$ cat src/rtl/elementwise_ctrl.sv
// elementwise_ctrl: register-programmed sequencer issuing A/B reads and result writes per pixel.
// Optional busy-cycle counter at 0x0D when ELEMENTWISE_PERF_CNT_EN is defined.
module elementwise_ctrl #(
  parameter int unsigned PIX_BYTES = 64,
  parameter int unsigned DIM_W     = 16
) (
  input  logic        clk,
  input  logic        rst_n,
  input  logic        reg_wr_en,
  input  logic        reg_rd_en,
  input  logic [7:0]  reg_addr,
  input  logic [31:0] reg_wdata,
  output logic [31:0] reg_rdata,
  output logic        rd_req_vld,
  input  logic        rd_req_rdy,
  output logic [31:0] rd_req_addr,
  output logic        rd_req_sel,
  output logic        wr_req_vld,
  input  logic        wr_req_rdy,
  output logic [31:0] wr_req_addr,
  output logic [1:0]  ew_mode,
  output logic        done_irq
);

  localparam logic [31:0]      PIX_STEP = 32'(PIX_BYTES);
  localparam logic [DIM_W-1:0] ONE      = DIM_W'(1);

  typedef enum logic [2:0] {
    S_IDLE,
    S_RD_A,
    S_RD_B,
    S_WR,
    S_DONE
  } state_t;

  state_t state_q, state_d;

  logic [DIM_W-1:0] h_q, h_d, w_q, w_d, ch_q, ch_d;
  logic [1:0]       mode_q, mode_d;
  logic [31:0]      a_base_q, a_base_d, b_base_q, b_base_d;
  logic [31:0]      in_surf_q, in_surf_d, in_line_q, in_line_d;
  logic [31:0]      out_base_q, out_base_d;
  logic [31:0]      out_surf_q, out_surf_d, out_line_q, out_line_d;
  logic             done_q, done_d;

  logic [DIM_W-1:0] wc_q, wc_d, hc_q, hc_d, cc_q, cc_d;
  logic [31:0]      w_off_q, w_off_d;
  logic [31:0]      in_h_off_q, in_h_off_d, in_c_off_q, in_c_off_d;
  logic [31:0]      out_h_off_q, out_h_off_d, out_c_off_q, out_c_off_d;

  logic [1:0]       ew_mode_q, ew_mode_d;
  logic             done_irq_q, done_irq_d;
  logic [31:0]      rdata_q, rdata_d;
  logic [31:0]      perf_rd;

  logic busy, cfg_we, start, zero_dim;
  logic rd_hs, wr_hs;
  logic last_w, last_h, last_c;
  logic step_w, step_h, step_c, step_fin;

  assign busy     = state_q != S_IDLE;
  assign cfg_we   = reg_wr_en && !busy;
  assign start    = cfg_we && reg_addr == 8'h00 && reg_wdata[0];
  assign zero_dim = (h_q == '0) || (w_q == '0) || (ch_q == '0);

  assign rd_hs = rd_req_vld && rd_req_rdy;
  assign wr_hs = wr_req_vld && wr_req_rdy;

  assign last_w   = wc_q == w_q - ONE;
  assign last_h   = hc_q == h_q - ONE;
  assign last_c   = cc_q == ch_q - ONE;
  assign step_w   = !last_w;
  assign step_h   = last_w && !last_h;
  assign step_c   = last_w && last_h && !last_c;
  assign step_fin = last_w && last_h && last_c;

  always_comb begin
    h_d        = h_q;
    w_d        = w_q;
    ch_d       = ch_q;
    mode_d     = mode_q;
    a_base_d   = a_base_q;
    b_base_d   = b_base_q;
    in_surf_d  = in_surf_q;
    in_line_d  = in_line_q;
    out_base_d = out_base_q;
    out_surf_d = out_surf_q;
    out_line_d = out_line_q;
    if (cfg_we) begin
      case (reg_addr)
        8'h02:   h_d        = reg_wdata[DIM_W-1:0];
        8'h03:   w_d        = reg_wdata[DIM_W-1:0];
        8'h04:   ch_d       = reg_wdata[DIM_W-1:0];
        8'h05:   mode_d     = reg_wdata[1:0];
        8'h06:   a_base_d   = reg_wdata;
        8'h07:   b_base_d   = reg_wdata;
        8'h08:   in_surf_d  = reg_wdata;
        8'h09:   in_line_d  = reg_wdata;
        8'h0A:   out_base_d = reg_wdata;
        8'h0B:   out_surf_d = reg_wdata;
        8'h0C:   out_line_d = reg_wdata;
        default: ;
      endcase
    end
  end

  // A DONE cycle sets the sticky flag even against a same-cycle clear.
  always_comb begin
    done_d = done_q;
    if (state_q == S_DONE) begin
      done_d = 1'b1;
    end else if (reg_wr_en && reg_addr == 8'h01 && reg_wdata[1]) begin
      done_d = 1'b0;
    end
  end

  always_comb begin
    state_d     = state_q;
    wc_d        = wc_q;
    hc_d        = hc_q;
    cc_d        = cc_q;
    w_off_d     = w_off_q;
    in_h_off_d  = in_h_off_q;
    in_c_off_d  = in_c_off_q;
    out_h_off_d = out_h_off_q;
    out_c_off_d = out_c_off_q;
    ew_mode_d   = ew_mode_q;
    done_irq_d  = state_q == S_DONE;
    unique case (state_q)
      S_IDLE: begin
        if (start) begin
          ew_mode_d   = mode_q;
          wc_d        = '0;
          hc_d        = '0;
          cc_d        = '0;
          w_off_d     = '0;
          in_h_off_d  = '0;
          in_c_off_d  = '0;
          out_h_off_d = '0;
          out_c_off_d = '0;
          state_d     = zero_dim ? S_DONE : S_RD_A;
        end
      end
      S_RD_A: if (rd_hs) state_d = S_RD_B;
      S_RD_B: if (rd_hs) state_d = S_WR;
      S_WR: begin
        if (wr_hs) begin
          state_d = S_RD_A;
          unique case (1'b1)
            step_w: begin
              wc_d    = wc_q + ONE;
              w_off_d = w_off_q + PIX_STEP;
            end
            step_h: begin
              wc_d        = '0;
              w_off_d     = '0;
              hc_d        = hc_q + ONE;
              in_h_off_d  = in_h_off_q + in_line_q;
              out_h_off_d = out_h_off_q + out_line_q;
            end
            step_c: begin
              wc_d        = '0;
              w_off_d     = '0;
              hc_d        = '0;
              in_h_off_d  = '0;
              out_h_off_d = '0;
              cc_d        = cc_q + ONE;
              in_c_off_d  = in_c_off_q + in_surf_q;
              out_c_off_d = out_c_off_q + out_surf_q;
            end
            step_fin: begin
              wc_d        = '0;
              w_off_d     = '0;
              hc_d        = '0;
              in_h_off_d  = '0;
              out_h_off_d = '0;
              cc_d        = '0;
              in_c_off_d  = '0;
              out_c_off_d = '0;
              state_d     = S_DONE;
            end
          endcase
        end
      end
      S_DONE:  state_d = S_IDLE;
      default: state_d = S_IDLE;
    endcase
  end

  always_comb begin
    rdata_d = '0;
    if (reg_rd_en) begin
      case (reg_addr)
        8'h01:   rdata_d = {30'd0, done_q, busy};
        8'h02:   rdata_d = 32'(h_q);
        8'h03:   rdata_d = 32'(w_q);
        8'h04:   rdata_d = 32'(ch_q);
        8'h05:   rdata_d = {30'd0, mode_q};
        8'h06:   rdata_d = a_base_q;
        8'h07:   rdata_d = b_base_q;
        8'h08:   rdata_d = in_surf_q;
        8'h09:   rdata_d = in_line_q;
        8'h0A:   rdata_d = out_base_q;
        8'h0B:   rdata_d = out_surf_q;
        8'h0C:   rdata_d = out_line_q;
        8'h0D:   rdata_d = perf_rd;
        default: rdata_d = '0;
      endcase
    end
  end

`ifdef ELEMENTWISE_PERF_CNT_EN
  logic [31:0] perf_q, perf_d;

  // The launch cycle counts as the first busy cycle.
  always_comb begin
    perf_d = perf_q;
    if (start) begin
      perf_d = 32'd1;
    end else if (busy && perf_q != '1) begin
      perf_d = perf_q + 32'd1;
    end
  end

  always_ff @(posedge clk or negedge rst_n) begin
    if (!rst_n) perf_q <= '0;
    else        perf_q <= perf_d;
  end

  assign perf_rd = perf_q;
`else
  assign perf_rd = '0;
`endif

  always_ff @(posedge clk or negedge rst_n) begin
    if (!rst_n) begin
      state_q     <= S_IDLE;
      h_q         <= '0;
      w_q         <= '0;
      ch_q        <= '0;
      mode_q      <= '0;
      a_base_q    <= '0;
      b_base_q    <= '0;
      in_surf_q   <= '0;
      in_line_q   <= '0;
      out_base_q  <= '0;
      out_surf_q  <= '0;
      out_line_q  <= '0;
      done_q      <= 1'b0;
      wc_q        <= '0;
      hc_q        <= '0;
      cc_q        <= '0;
      w_off_q     <= '0;
      in_h_off_q  <= '0;
      in_c_off_q  <= '0;
      out_h_off_q <= '0;
      out_c_off_q <= '0;
      ew_mode_q   <= '0;
      done_irq_q  <= 1'b0;
      rdata_q     <= '0;
    end else begin
      state_q     <= state_d;
      h_q         <= h_d;
      w_q         <= w_d;
      ch_q        <= ch_d;
      mode_q      <= mode_d;
      a_base_q    <= a_base_d;
      b_base_q    <= b_base_d;
      in_surf_q   <= in_surf_d;
      in_line_q   <= in_line_d;
      out_base_q  <= out_base_d;
      out_surf_q  <= out_surf_d;
      out_line_q  <= out_line_d;
      done_q      <= done_d;
      wc_q        <= wc_d;
      hc_q        <= hc_d;
      cc_q        <= cc_d;
      w_off_q     <= w_off_d;
      in_h_off_q  <= in_h_off_d;
      in_c_off_q  <= in_c_off_d;
      out_h_off_q <= out_h_off_d;
      out_c_off_q <= out_c_off_d;
      ew_mode_q   <= ew_mode_d;
      done_irq_q  <= done_irq_d;
      rdata_q     <= rdata_d;
    end
  end

  assign rd_req_vld  = (state_q == S_RD_A) || (state_q == S_RD_B);
  assign rd_req_sel  = state_q == S_RD_B;
  assign rd_req_addr = rd_req_vld
                     ? (rd_req_sel ? b_base_q : a_base_q)
                       + in_c_off_q + in_h_off_q + w_off_q
                     : '0;
  assign wr_req_vld  = state_q == S_WR;
  assign wr_req_addr = wr_req_vld
                     ? out_base_q + out_c_off_q + out_h_off_q + w_off_q
                     : '0;
  assign ew_mode     = ew_mode_q;
  assign done_irq    = done_irq_q;
  assign reg_rdata   = rdata_q;

endmodule

$ cat config.mk
export PLATFORM = sky130hd
export DESIGN_NAME = elementwise_ctrl
export DESIGN_NICKNAME = d
export VERILOG_FILES = /design/src/rtl/elementwise_ctrl.sv
export SDC_FILE = /design/constraint.sdc
export NUM_CORES = 2
export LEC_CHECK = 0
export ABC_AREA = 1
export BUFFER_PORTS_ARGS = -buffer_cell sky130_fd_sc_hd__buf_4
export CELL_PAD_IN_SITES_DETAIL_PLACEMENT = 0
export CELL_PAD_IN_SITES_GLOBAL_PLACEMENT = 1
export CORE_UTILIZATION = 35
export CTS_CLUSTER_SIZE = 8
export DETAILED_ROUTE_END_ITERATION = 12
export GPL_TIMING_DRIVEN = 1
export MAX_ROUTING_LAYER = met4
export PLACE_DENSITY_LB_ADDON = 0.25
export SYNTH_ARGS = -nofsm -noshare
export SYNTH_HDL_FRONTEND = slang
export SYNTH_SLANG_ARGS = --single-unit
$ cat constraint.sdc
create_clock -name clk -period 6.3 [get_ports clk]
set_input_delay 0.315 -clock clk [delete_from_list [all_inputs] [get_ports clk]]
set_output_delay 0.315 -clock clk [all_outputs]
set_load 0.02 [all_outputs]
==> flow_metrics.env <==
export IMPL_outcome="finished, final reports clean"
export IMPL_fp_dieW_um=330
export IMPL_dr_pass1_iters=6
export IMPL_drv_cap=0
export IMPL_grt_pass1_vias=32500
export IMPL_fmax_ghz=0.183
export IMPL_synth_top_family_by_area="simple AND/OR/NAND/NOR gates"
export IMPL_cts_resized=0
export IMPL_synth_area_mm2=0.0376
export IMPL_whs_path_depth=3
export IMPL_hold_class="in2reg"
export IMPL_viasPerCell=5.28
export IMPL_power_leakage_nw=19.9
export IMPL_worstPathMaxFanout=52
export IMPL_start_util_pct=35.5
export IMPL_yosys_top_cells_count="nand2_1, inv_1, dfrtp_1, o21ai_0, nor2_1"
export IMPL_fin_util_pct=39.8
export IMPL_vias=34000
export IMPL_ctsHoldBuffers=2
export IMPL_post_route_cells_drive_above_1_share_pct=8.01
export IMPL_gp_congestion=0.989
export IMPL_critical_path_startpoint_type="flop"
export IMPL_cpMostUsedCell="nand2_1"
export IMPL_worst_pin_slew_ps=1150
export IMPL_r2r_start="w_q[0]"
export IMPL_power_density_mw_per_mm2=285
export IMPL_synth_compound_area_share_pct=17.3
export IMPL_intPower_mw=7.20
export IMPL_rows=119
export IMPL_holdWs_ps=95.1
export IMPL_cts_tree="built"
export IMPL_async_flop_share_pct=100
export IMPL_postSynthNetCount=5280
export IMPL_port_buffer_count=147
export IMPL_combPwrFrac_pct=36.9
export IMPL_cts_sinks=515
export IMPL_grt_max_degree=143
export IMPL_slew_limit_headroom_pct=23.2
export IMPL_setup_viol=0
export IMPL_area_delta_synth_final_pct=12.2
export IMPL_cts_path_max_buffers=3
export IMPL_period_share_pct=86.7
export IMPL_hp_start="reg_wdata[20]"
export IMPL_vdd_drop_max_uv=203
export IMPL_reg2reg_to="out_h_off_q[3]"
export IMPL_ys_ff_latch=515
export IMPL_r2r_slack_ps=2390
export IMPL_finalMaxSlewViolations=0
export IMPL_synth_ff_type="dfrtp_1"
export IMPL_io_pins=148
export IMPL_slowest_delay_ps=680
export IMPL_synth_top_area_cell="dfrtp_1"
export IMPL_synth_edff_count=0
export IMPL_fin_area_mm2=0.0422
export IMPL_path_cells="inv_1, nor2_1, nand2_2, buf_4, o21ai_0, fa_1, inv_1, ha_1, nand2_1, nand2_1, o21ai_0, o21ai_0, a21boi_0, o21bai_1, nand2_1, nand2_1, nand3_1, nand2_1, nand2_1, nand2_1, nor2_1, buf_4"
export IMPL_power_mw=12.0
export IMPL_critPathCaptureType="output pin"
export IMPL_numCtsBuffers=75
export IMPL_skew_ps=25.2
export IMPL_holdPathEnd="in_line_q[20]"
export IMPL_hpwlAfterDp_mm=111
export IMPL_switching_share_pct=40.0
export IMPL_worstPathArrival_ps=5150
export IMPL_antenna_left=0
export IMPL_hold_violations=0
export IMPL_placed_cells=6342
export IMPL_pre_cts_ws_ps=1560
export IMPL_fp_dieH_um=330
export IMPL_antenna_found_initial=5
export IMPL_rr_worst_depth=16
export IMPL_synthSimpleGateAreaFrac_pct=21.3
export IMPL_synth_most_common_cell="nand2_1"
export IMPL_setup_slack_ps=835
export IMPL_drtIter0Drc=2820
export IMPL_power_share_sequential_pct=31.6
export IMPL_gr_usage_all_layers_pct=27.3
export IMPL_crit_buf_inv=4
export IMPL_p_clk_share_pct=31.5
export IMPL_drt_wirelength_per_cell_um=22.3
export IMPL_avgSynthCellArea_um2=7.65
export IMPL_finalNonFillerCells=6438
export IMPL_cpLargestDelayFamily="compound AO/OA/AOI/OAI gates"
export IMPL_grt_pass1_wl_mm=214
export IMPL_drc_errors=0
export IMPL_wl_mm=144
export IMPL_critPathKind="reg2out"
export IMPL_ys_top_cells_by_area="dfrtp_1, nand2_1, inv_1"
export IMPL_ys_warn_count=0
export IMPL_yosysUniqueCellTypes=60
export IMPL_dieArea_mm2=0.109
export IMPL_design_core_area_mm2=0.106
export IMPL_grt_setup_unrepaired="no"
export IMPL_insertion_delay_ps=640
export IMPL_htreeDepth=3
export IMPL_switching_power_mw=4.80
export IMPL_fin_crit_ps=5460
export IMPL_netlist_instances=4913
export IMPL_tns_ps=0
export IMPL_yosys_area_top_type_share_pct=34.3
export IMPL_synth_seq_area_share_pct=34.3
export IMPL_ctsRootBufferMaster="clkbuf_16"
export IMPL_synth_fa_ha_area_share_pct=13.0
export IMPL_cp_required_ps=5980
export IMPL_gr_total_overflow=0
export IMPL_clkTransAtPathRegs_ps=50
export IMPL_layout_nets=5397
export IMPL_placed_area_mm2=0.0401
export IMPL_synth_xor_area_share_pct=5.13
export IMPL_synth_mux_area_share_pct=0.246
export IMPL_cts_setup_buffers=0
export IMPL_cp_slowest_cell="o21ai_0"
==> power by group through the flow <==
| stage | Combinational, mW | Clock [mW] | Sequential, mW |
|---|---|---|---|
| after global placement | 4.45 | 0 | 3.84 |
| after floorplan | 2.98 | 0 | 3.74 |
| after CTS | 4.48 | 3.86 | 3.79 |
| after global routing | 4.93 | 3.98 | 3.81 |
| after detailed placement | 4.46 | 0 | 3.84 |
| final | 4.42 | 3.78 | 3.79 |
==> state kept, by name, indices dropped and copies added, names as in the netlist, 3 cells and up <==
| register | count |
|---|---|
| state_q | 3 |
| in_h_off_q | 32 |
| wc_q | 16 |
| ch_q | 16 |
| out_base_q | 32 |
| out_h_off_q | 32 |
| cc_q | 16 |
| out_surf_q | 32 |
| b_base_q | 32 |
| hc_q | 16 |
| reg_rdata | 32 |
| out_line_q | 32 |
| in_line_q | 32 |
| in_surf_q | 32 |
| h_q | 16 |
| a_base_q | 32 |
| out_c_off_q | 32 |
| in_c_off_q | 32 |
| w_off_q | 26 |
| w_q | 16 |
==> kinds of logic (layout without fill, tap and decap cells) <==
logic type | count (synthesis) | after routing
flip-flops | 515 | 515
other | 0 | 3
AND/OR/NAND/NOR | 1896 | 1896
multiplexers | 9 | 9
adder cells (fa/ha/maj) | 321 | 321
XOR/XNOR | 217 | 217
buffers and inverters | 835 | 966
AO/OA/AOI/OAI | 1120 | 1120
==> worst register-to-register path: cells and delay by family, from the launching register on <==
family	cells	cell delay, ps
compound gates	1	390
buf+inv	4	860
simple gates	10	1810
fa+ha+maj	1	290
flops	1	470
==> worst max path at each step <==
stage | startpoint | slack, ps | cells past startpoint | end
floorplan | state_q[1] | 2080 | 20 | rd_req_addr[21]
global placement | state_q[1] | 1550 | 22 | rd_req_addr[25]
detailed placement | state_q[1] | 1560 | 22 | rd_req_addr[25]
CTS | state_q[1] | 870 | 22 | rd_req_addr[25]
global route | state_q[1] | 380 | 22 | rd_req_addr[25]
finish | state_q[1] | 840 | 22 | rd_req_addr[25]
==> cell usage in the layout, fill, tap and decap left out, types with 10 or more instances in the layout <==
master     count
nor2_2        10
nand2_2       32
o21ai_1       34
a221oi_1      55
xor2_1       108
nor3_1        58
nor4_1        25
inv_1        686
nand4_1       64
buf_4        173
a31oi_1       27
o221ai_1      10
o21a_1        18
o21ai_2       60
a21o_1        22
nand3b_1      23
o21ai_0      511
nand3_1      163
xnor2_1      107
ha_1         205
nand2_1     1101
fa_1         116
o22ai_1       48
clkbuf_16     78
a21oi_1      261
dfrtp_1      515
a21boi_0      12
nor2_1       381
o21bai_1      17
==> routing by layer <==
metal / GRT usage (%) / routed length (µm) / up-vias
li1: - / - / 16400
met1: 35.5 / 63500 / 16400
met2: 44.1 / 67900 / 1028
met3: 3.21 / 7370 / 213
met4: 8.68 / 5090 / 0
met5: - / 0 / -
==> final cells by class <==
type                    count  area, µm²
diodes                      3       7.51
clock buffers              86       2000
clock inverters             5       62.6
fillers                 11100      63700
inverters                 695       2610
multi-input cells        3563      21400
flip-flops and latches    515      12900
well taps                1391       1740
repair buffers            180       1410
Power figures use the tool's default switching activity.
